--- src/rtl/counter_nb.sv ---
// counter_nb: parametrised N-bit multi-mode counter.
// Up/down by 1 or by STEP within 0..LIMIT, parallel load, hold, and a
// cascade carry-in. SATURATE selects clamping instead of modulo wrap.
// Q, RCO and LOAD are all registered. RCO is high for the cycle after an
// edge on which the count crossed a bound.
module counter_nb #(
  parameter int WIDTH    = 4,
  parameter bit SATURATE = 1'b0
) (
  input  logic             clk,
  input  logic             RESET,
  input  logic             ENABLE,
  input  logic             CI,
  input  logic [2:0]       MODO,
  input  logic [WIDTH-1:0] D,
  input  logic [WIDTH-1:0] STEP,
  input  logic [WIDTH-1:0] LIMIT,
  output logic [WIDTH-1:0] Q,
  output logic             RCO,
  output logic             LOAD
);

  localparam logic [2:0] MODE_UP        = 3'b000;
  localparam logic [2:0] MODE_DOWN      = 3'b001;
  localparam logic [2:0] MODE_UP_STEP   = 3'b010;
  localparam logic [2:0] MODE_DOWN_STEP = 3'b011;
  localparam logic [2:0] MODE_LOAD      = 3'b100;

  localparam logic [WIDTH:0] ONE_X  = (WIDTH+1)'(1);
  localparam logic [WIDTH:0] ZERO_X = '0;

  logic [WIDTH-1:0] q_q, q_d;
  logic             rco_q, rco_d;
  logic             load_q, load_d;

  // One extra bit keeps Q+k and LIMIT+1 free of overflow.
  logic [WIDTH:0] q_x, k_x, lim_x, range_x;
  logic [WIDTH:0] sum_x, sub_x, under_x, up_mod_x, dn_rem_x, dn_wrap_x;
  logic           is_count_mode, is_down;
  logic           unused_bits;

  assign is_count_mode = (MODO == MODE_UP) || (MODO == MODE_DOWN) ||
                         (MODO == MODE_UP_STEP) || (MODO == MODE_DOWN_STEP);
  assign is_down       = MODO[0];

  // Wide arithmetic: step select, sum, difference and modulo-R reductions.
  always_comb begin
    q_x      = {1'b0, q_q};
    lim_x    = {1'b0, LIMIT};
    range_x  = lim_x + ONE_X;
    k_x      = MODO[1] ? {1'b0, STEP} : ONE_X;
    sum_x    = q_x + k_x;
    sub_x    = q_x - k_x;
    // Only meaningful when Q < k: the distance below zero, folded into
    // 0..LIMIT by counting back from R.
    under_x  = k_x - q_x;
    up_mod_x = sum_x % range_x;
    dn_rem_x = under_x % range_x;
    if (dn_rem_x == ZERO_X) begin
      dn_wrap_x = ZERO_X;
    end else begin
      dn_wrap_x = range_x - dn_rem_x;
    end
  end

  // The wrapped results are always below R <= 2^WIDTH, so the top bit is zero.
  assign unused_bits = ^{up_mod_x[WIDTH], dn_wrap_x[WIDTH], sub_x[WIDTH]};

  // Next-state selection for count, flag and load strobe.
  always_comb begin
    q_d    = q_q;
    rco_d  = 1'b0;
    load_d = 1'b0;
    if (ENABLE) begin
      if (MODO == MODE_LOAD) begin
        q_d    = D;
        load_d = 1'b1;
      end else if (is_count_mode && CI && (k_x != ZERO_X)) begin
        if (!is_down) begin
          if (q_x > lim_x) begin
            // Out-of-range value (e.g. after a load) restarts the range.
            q_d   = '0;
            rco_d = 1'b1;
          end else if (sum_x > lim_x) begin
            rco_d = 1'b1;
            q_d   = SATURATE ? LIMIT : up_mod_x[WIDTH-1:0];
          end else begin
            q_d = sum_x[WIDTH-1:0];
          end
        end else begin
          if (q_x >= k_x) begin
            q_d = sub_x[WIDTH-1:0];
          end else begin
            rco_d = 1'b1;
            q_d   = SATURATE ? '0 : dn_wrap_x[WIDTH-1:0];
          end
        end
      end
    end
  end

  // State registers with synchronous reset taking priority over everything.
  always_ff @(posedge clk) begin
    if (RESET) begin
      q_q    <= '0;
      rco_q  <= 1'b0;
      load_q <= 1'b0;
    end else begin
      q_q    <= q_d;
      rco_q  <= rco_d;
      load_q <= load_d;
    end
  end

  assign Q    = q_q;
  assign RCO  = rco_q;
  assign LOAD = load_q;

endmodule

--- config.mk ---
export PLATFORM = sky130hd
export DESIGN_NAME = counter_nb
export DESIGN_NICKNAME = d
export VERILOG_FILES = /design/src/rtl/counter_nb.sv
export SDC_FILE = /design/constraint.sdc
export NUM_CORES = 1
export LEC_CHECK = 0
export CORE_UTILIZATION = 30
export DETAILED_ROUTE_END_ITERATION = 8
export GPL_TIMING_DRIVEN = 0
export PLACE_DENSITY_LB_ADDON = 0.15
export RECOVER_POWER = 50
export SYNTH_ARGS = -nofsm -noshare
export SYNTH_HDL_FRONTEND = slang
export SYNTH_SLANG_ARGS = --single-unit
--- constraint.sdc ---
create_clock -name clk -period 22.7 [get_ports clk]
set_input_delay 4.54 -clock clk [delete_from_list [all_inputs] [get_ports clk]]
set_output_delay 4.54 -clock clk [all_outputs]
set_load 0.005 [all_outputs]
==> results of run 1 <==
## through the flow
step	instance area [um^2]	hold WS, ps	utilization	setup slack (ps)
2_1_floorplan	2800	502	-	10610
3_3_place_gp	3170	601	0.357	8920
3_5_place_dp	3170	606	0.357	8820
4_1_cts	3210	617	0.362	9050
5_1_grt	3210	638	0.361	8470
6_report	3210	618	0.361	9120
## worst max path at each step
| stage | start | endpoint | slack, ps | cells after the start |
|---|---|---|---|---|
| floorplan | STEP[0] | Q[3] | 10610 | 38 |
| detailed placement | LIMIT[0] | Q[3] | 8820 | 36 |
| finish | LIMIT[0] | Q[3] | 9120 | 36 |
| global route | LIMIT[0] | Q[3] | 8470 | 36 |
| CTS | LIMIT[0] | Q[3] | 9050 | 36 |
| global placement | LIMIT[0] | Q[3] | 8920 | 36 |
## area by class of cell
cell class                      count  share of cell area
Inverter                           37              0.0432
Tap cell                          108              0.0421
Sequential cell                     6              0.0374
Timing Repair Buffer               24              0.0748
Buffer                              4             0.00818
Multi-Input combinational cell    318               0.781
Clock buffer                        3              0.0129
## metal layers
metal  up-vias  GRT usage  share of wire
li1       1392          -              -
met1      1240      0.239           0.49
met2        58      0.295           0.45
met3        14     0.0128          0.036
met4         0     0.0528          0.019
met5         -          0              0
## cell usage in the layout (no fill, tap or decap), types with 4 or more instances in the layout
cell             instances
ha_1                    57
inv_1                   37
nand2_1                 28
o21ai_0                 24
nor2_1                  24
a21oi_1                 23
clkdlybuf4s50_1         19
xor2_1                  11
xnor2_1                 11
nand2b_1                 9
o21a_1                   9
nor2b_1                  8
a31oi_1                  8
nor3_1                   8
dfxtp_1                  6
fa_1                     6
o21ai_1                  5
nand3_1                  5
a21o_1                   5
mux2i_1                  5
dlygate4sd3_1            5
and2_1                   4
a211oi_1                 4
## sequential cells by signal, summed over array words and instances (netlist names)
register and flops:
LOAD 1, RCO 1, Q 4
## critical path, delay by kind of cell
family	cells	cell delay (ps)
AND/OR/NAND/NOR	9	2220
buffers and inverters	2	910
adder cells (fa/ha/maj)	6	2030
AO/OA/AOI/OAI	17	3660
XOR/XNOR	2	340
## cells by family after synthesis
group | after synthesis | synth area share
multiplexers | 11 | 0.0487
XOR/XNOR | 22 | 0.0689
buffers and inverters | 41 | 0.0590
AND/OR/NAND/NOR | 105 | 0.195
flip-flops | 6 | 0.0429
AO/OA/AOI/OAI | 117 | 0.287
adder cells (fa/ha/maj) | 63 | 0.298
==> results.json, run 1 <==
{
  "status": "complete, no violations",
  "cts.sinks": 6,
  "end_kind": "flip-flop",
  "rsz0062_at_grt": "false",
  "cts_setup_buffers": 0,
  "dp.cells": 497,
  "synth_top_cell_by_area": "ha_1",
  "routed_wl_um": 8150,
  "vias_per_cell": 5.41,
  "syn_inst": 365,
  "numCtsBuffers": 3,
  "die_y_um": 98.6,
  "reg2reg_from": "Q[2]",
  "place.gp.congestion": 0.852,
  "cp.required_ps": 22830,
  "cpMaxStageDelayCell": "clkdlybuf4s50_1",
  "wire_per_inst_um": 16.3,
  "setup_violations": 0,
  "ys_ff_latch": 6,
  "fp.dieW_um": 98.6,
  "grt_use_total": 0.175,
  "min_from": "Q[2]",
  "postRouteAntennaNets": 0,
  "fmax_mhz": 73.6,
  "cts_tree": "yes",
  "worst-path-max-fanout": 15,
  "cap_violations": 0,
  "yosysUniqueCellTypes": 63,
  "layout-drive-gt1-share": 0.0587,
  "finalCritPeriodShare": 0.598,
  "die-area_um2": 9720,
  "firstDrtPassIters": 4,
  "synth_commonest_cells": "ha_1 (57), inv_1 (37), nand2_1 (27)",
  "worst_pin_slew_ps": 789,
  "fin_cells": 500,
  "nFillCells": 929,
  "tns_ps": 0,
  "synth_nets": 447,
  "syn_to_final_growth_pct": 14.8,
  "skew_ps": 3.70,
  "worstRegToRegCells": 37,
  "port_buffers": 24,
  "hold_buffers": 0,
  "grt_pass1_vias": 2688,
  "grt_pass1_wl_um": 13500,
  "syn-cell-area_um2": 2800,
  "regArea_um2": 120,
  "num_antenna_cells": 0,
  "num_io_pins": 25,
  "synth_edf_count": 0,
  "final_nets": 476,
  "synth.area.top_cells": "ha_1 (25%), inv_1 (5.0%), dfxtp_1 (4.3%)",
  "yosys_warnings": 0,
  "hold_depth": 2,
  "drt_iter0_markers": 95,
  "crit_top_cell": "ha_1",
  "place_hpwl_um": 6700,
  "hold_viol_final": 0,
  "multiInputGateArea_um2": 2510,
  "vias": 2704,
  "synth_most_common_cell": "ha_1",
  "startpoint_type": "primary input",
  "cts_resized": 0,
  "clockBufferDepth": 2,
  "synthArstFlopShare": 0,
  "netlist.area_leader.share": 0.255,
  "overflow": 0,
  "coreArea_um2": 8890,
  "worstHoldPathType": "flip-flop to flip-flop",
  "criticalPathCategory": "primary input to flip-flop",
  "cts.clk_slew.worst_paths_ps": 40,
  "period_minus_slack_ps": 13580,
  "slew_violations": 0,
  "drcViolationCount": 0,
  "rows": 34,
  "ys.flop_type": "dfxtp_1",
  "cpPeakStageDelay_ps": 830,
  "start_util": 0.315,
  "r2r_end": "Q[3]",
  "antenna_found_initial": 0,
  "slew_headroom": 0.472,
  "crit_arrival_ps": 13720,
  "grt_max_degree": 16,
  "htreeDepth": 1,
  "whs_endpoint": "Q[2]",
  "r2r_setup_slack_ps": 13770,
  "clockRootBuffer": "clkbuf_8",
  "clk-insertion-delay-late_ps": 220,
  "avgSynthCellArea_um2": 7.66,
  "ys_seq_area_frac": 0.0429
}
Power of run 1 is left out: the tool's default activity adds up to more than one toggle a clock period on the data nets, which glitch-free logic cannot reach.
==> inputs of run 2 (changes only) <==
==> constraint.sdc (replaced) <==
create_clock -name clk -period 11.3 [get_ports clk]
set_input_delay 2.26 -clock clk [delete_from_list [all_inputs] [get_ports clk]]
set_output_delay 2.26 -clock clk [all_outputs]
set_load 0.005 [all_outputs]
==> results.json, run 2 (synthesis gave the netlist of run 1 again) <==
{
  "grt_pass1_vias": 2688,
  "num_antenna_cells": 0,
  "antenna_found_initial": 0,
  "rows": 34,
  "fp.dieW_um": 98.6,
  "cpPeakStageDelay_ps": 530,
  "largest_reg_flops": 4,
  "worstHoldPathType": "flip-flop to flip-flop",
  "worst-path-max-fanout": 7,
  "grt_pass1_wl_um": 13500,
  "worst_pin_slew_ps": 763,
  "finalCritPeriodShare": 0.945,
  "cp.required_ps": 11430,
  "end_kind": "flip-flop",
  "grt_max_degree": 16,
  "drt_iter0_markers": 83,
  "coreArea_um2": 8890,
  "vias": 2712,
  "vias_per_cell": 5.42,
  "die-area_um2": 9720,
  "cp-startpoint": "MODO[1]",
  "wire_per_inst_um": 16.4,
  "cpMaxStageDelayCell": "or4b_4",
  "reg2reg_from": "Q[2]",
  "final_nets": 476,
  "cts_setup_buffers": 0,
  "layout.cells.most_common_list": "ha_1 (57), inv_1 (37), nand2_1 (28), nor2_1 (24)",
  "layout_setup_ws_ps": 618,
  "routed_wl_um": 8180,
  "pre_cts_slack_ps": -298,
  "startpoint_type": "primary input",
  "postRouteAntennaNets": 0,
  "place.gp.congestion": 0.852,
  "rsz0062_at_grt": "false",
  "final_common_cell": "ha_1",
  "syn_to_final_growth_pct": 14.9,
  "firstDrtPassIters": 4,
  "place_hpwl_um": 6700,
  "crit_top_cell": "ha_1",
  "skew_ps": 3.60,
  "drcViolationCount": 0,
  "layout-drive-gt1-share": 0.0663,
  "min_from": "Q[2]",
  "status": "complete, no violations",
  "start_util": 0.315,
  "overflow": 0,
  "clockBufferDepth": 2,
  "slew_headroom": 0.488,
  "cap_violations": 0,
  "port_buffers": 24,
  "clk-insertion-delay-late_ps": 220,
  "num_io_pins": 25,
  "cts_tree": "yes",
  "cts.sinks": 6,
  "fmax_mhz": 93.6,
  "htreeDepth": 1,
  "crit_arrival_ps": 10820,
  "grt_use_total": 0.175,
  "period_minus_slack_ps": 10680,
  "setup_violations": 0,
  "cts.clk_slew.worst_paths_ps": 40,
  "criticalPathCategory": "primary input to flip-flop",
  "slew_violations": 0,
  "hold_viol_final": 0,
  "clockRootBuffer": "clkbuf_8",
  "numCtsBuffers": 3,
  "die_y_um": 98.6,
  "hold_buffers": 0
}
-- run 2: worst max-delay path, delay by kind of cell --
family	cells	cell delay (ps)
buffers and inverters	2	540
XOR/XNOR	2	340
AND/OR/NAND/NOR	9	1810
adder cells (fa/ha/maj)	8	2480
AO/OA/AOI/OAI	16	3400
-- run 2: path summary, 6_finish.rpt --
kind	end	cells after the start	slack [ps]
min reg2reg	Q[2]	2	620
max	Q[3]	37	620
max reg2reg	Q[3]	35	2700
min	Q[2]	2	620
-- run 2: metrics by stage --
step,area [um^2],TNS (ps),cells,utilization,hold slack (ps)
2_1_floorplan,2800,0,365,-,502
3_3_place_gp,3170,-204,497,0.357,601
3_5_place_dp,3170,-298,497,0.357,606
4_1_cts,3210,0,500,0.361,617
5_1_grt,3220,0,500,0.362,638
6_report,3220,0,500,0.362,618
-- run 2: what timing repair did --
| item | CTS | global route |
|---|---|---|
| setup endpoints to repair | 1 | 1 |
| gates resized for setup | 1 | 6 |
| hold endpoints to repair | 0 | 0 |
| pin swaps | 0 | 0 |
-- run 2: cell type report --
type	count	area [um^2]
Clock buffer	3	41.3
Inverter	37	139
Fill cell	929	5680
Timing Repair Buffer	24	235
Buffer	4	26.3
Tap cell	108	135
Sequential cell	6	120
Multi-Input combinational cell	318	2520
-- run 2: routing by layer --
metal  global-route usage  routed length [um]
met5                    0                   0
met4               0.0528                 156
met1                0.239                3930
met3               0.0128                 310
met2                0.295                3780
Power of run 2 is left out for the same reason.
==> inputs of run 3 (changes only) <==
--- a/config.mk
+++ b/config.mk
@@ -6,6 +6,7 @@
 export NUM_CORES = 1
 export LEC_CHECK = 0
 export CORE_UTILIZATION = 30
+export CTS_CLUSTER_SIZE = 10
 export DETAILED_ROUTE_END_ITERATION = 8
 export GPL_TIMING_DRIVEN = 0
 export PLACE_DENSITY_LB_ADDON = 0.15
==> results of run 3 <==
Final layout, timing and power as in run 2 (identical DEF).
Power of run 3 is left out for the same reason.
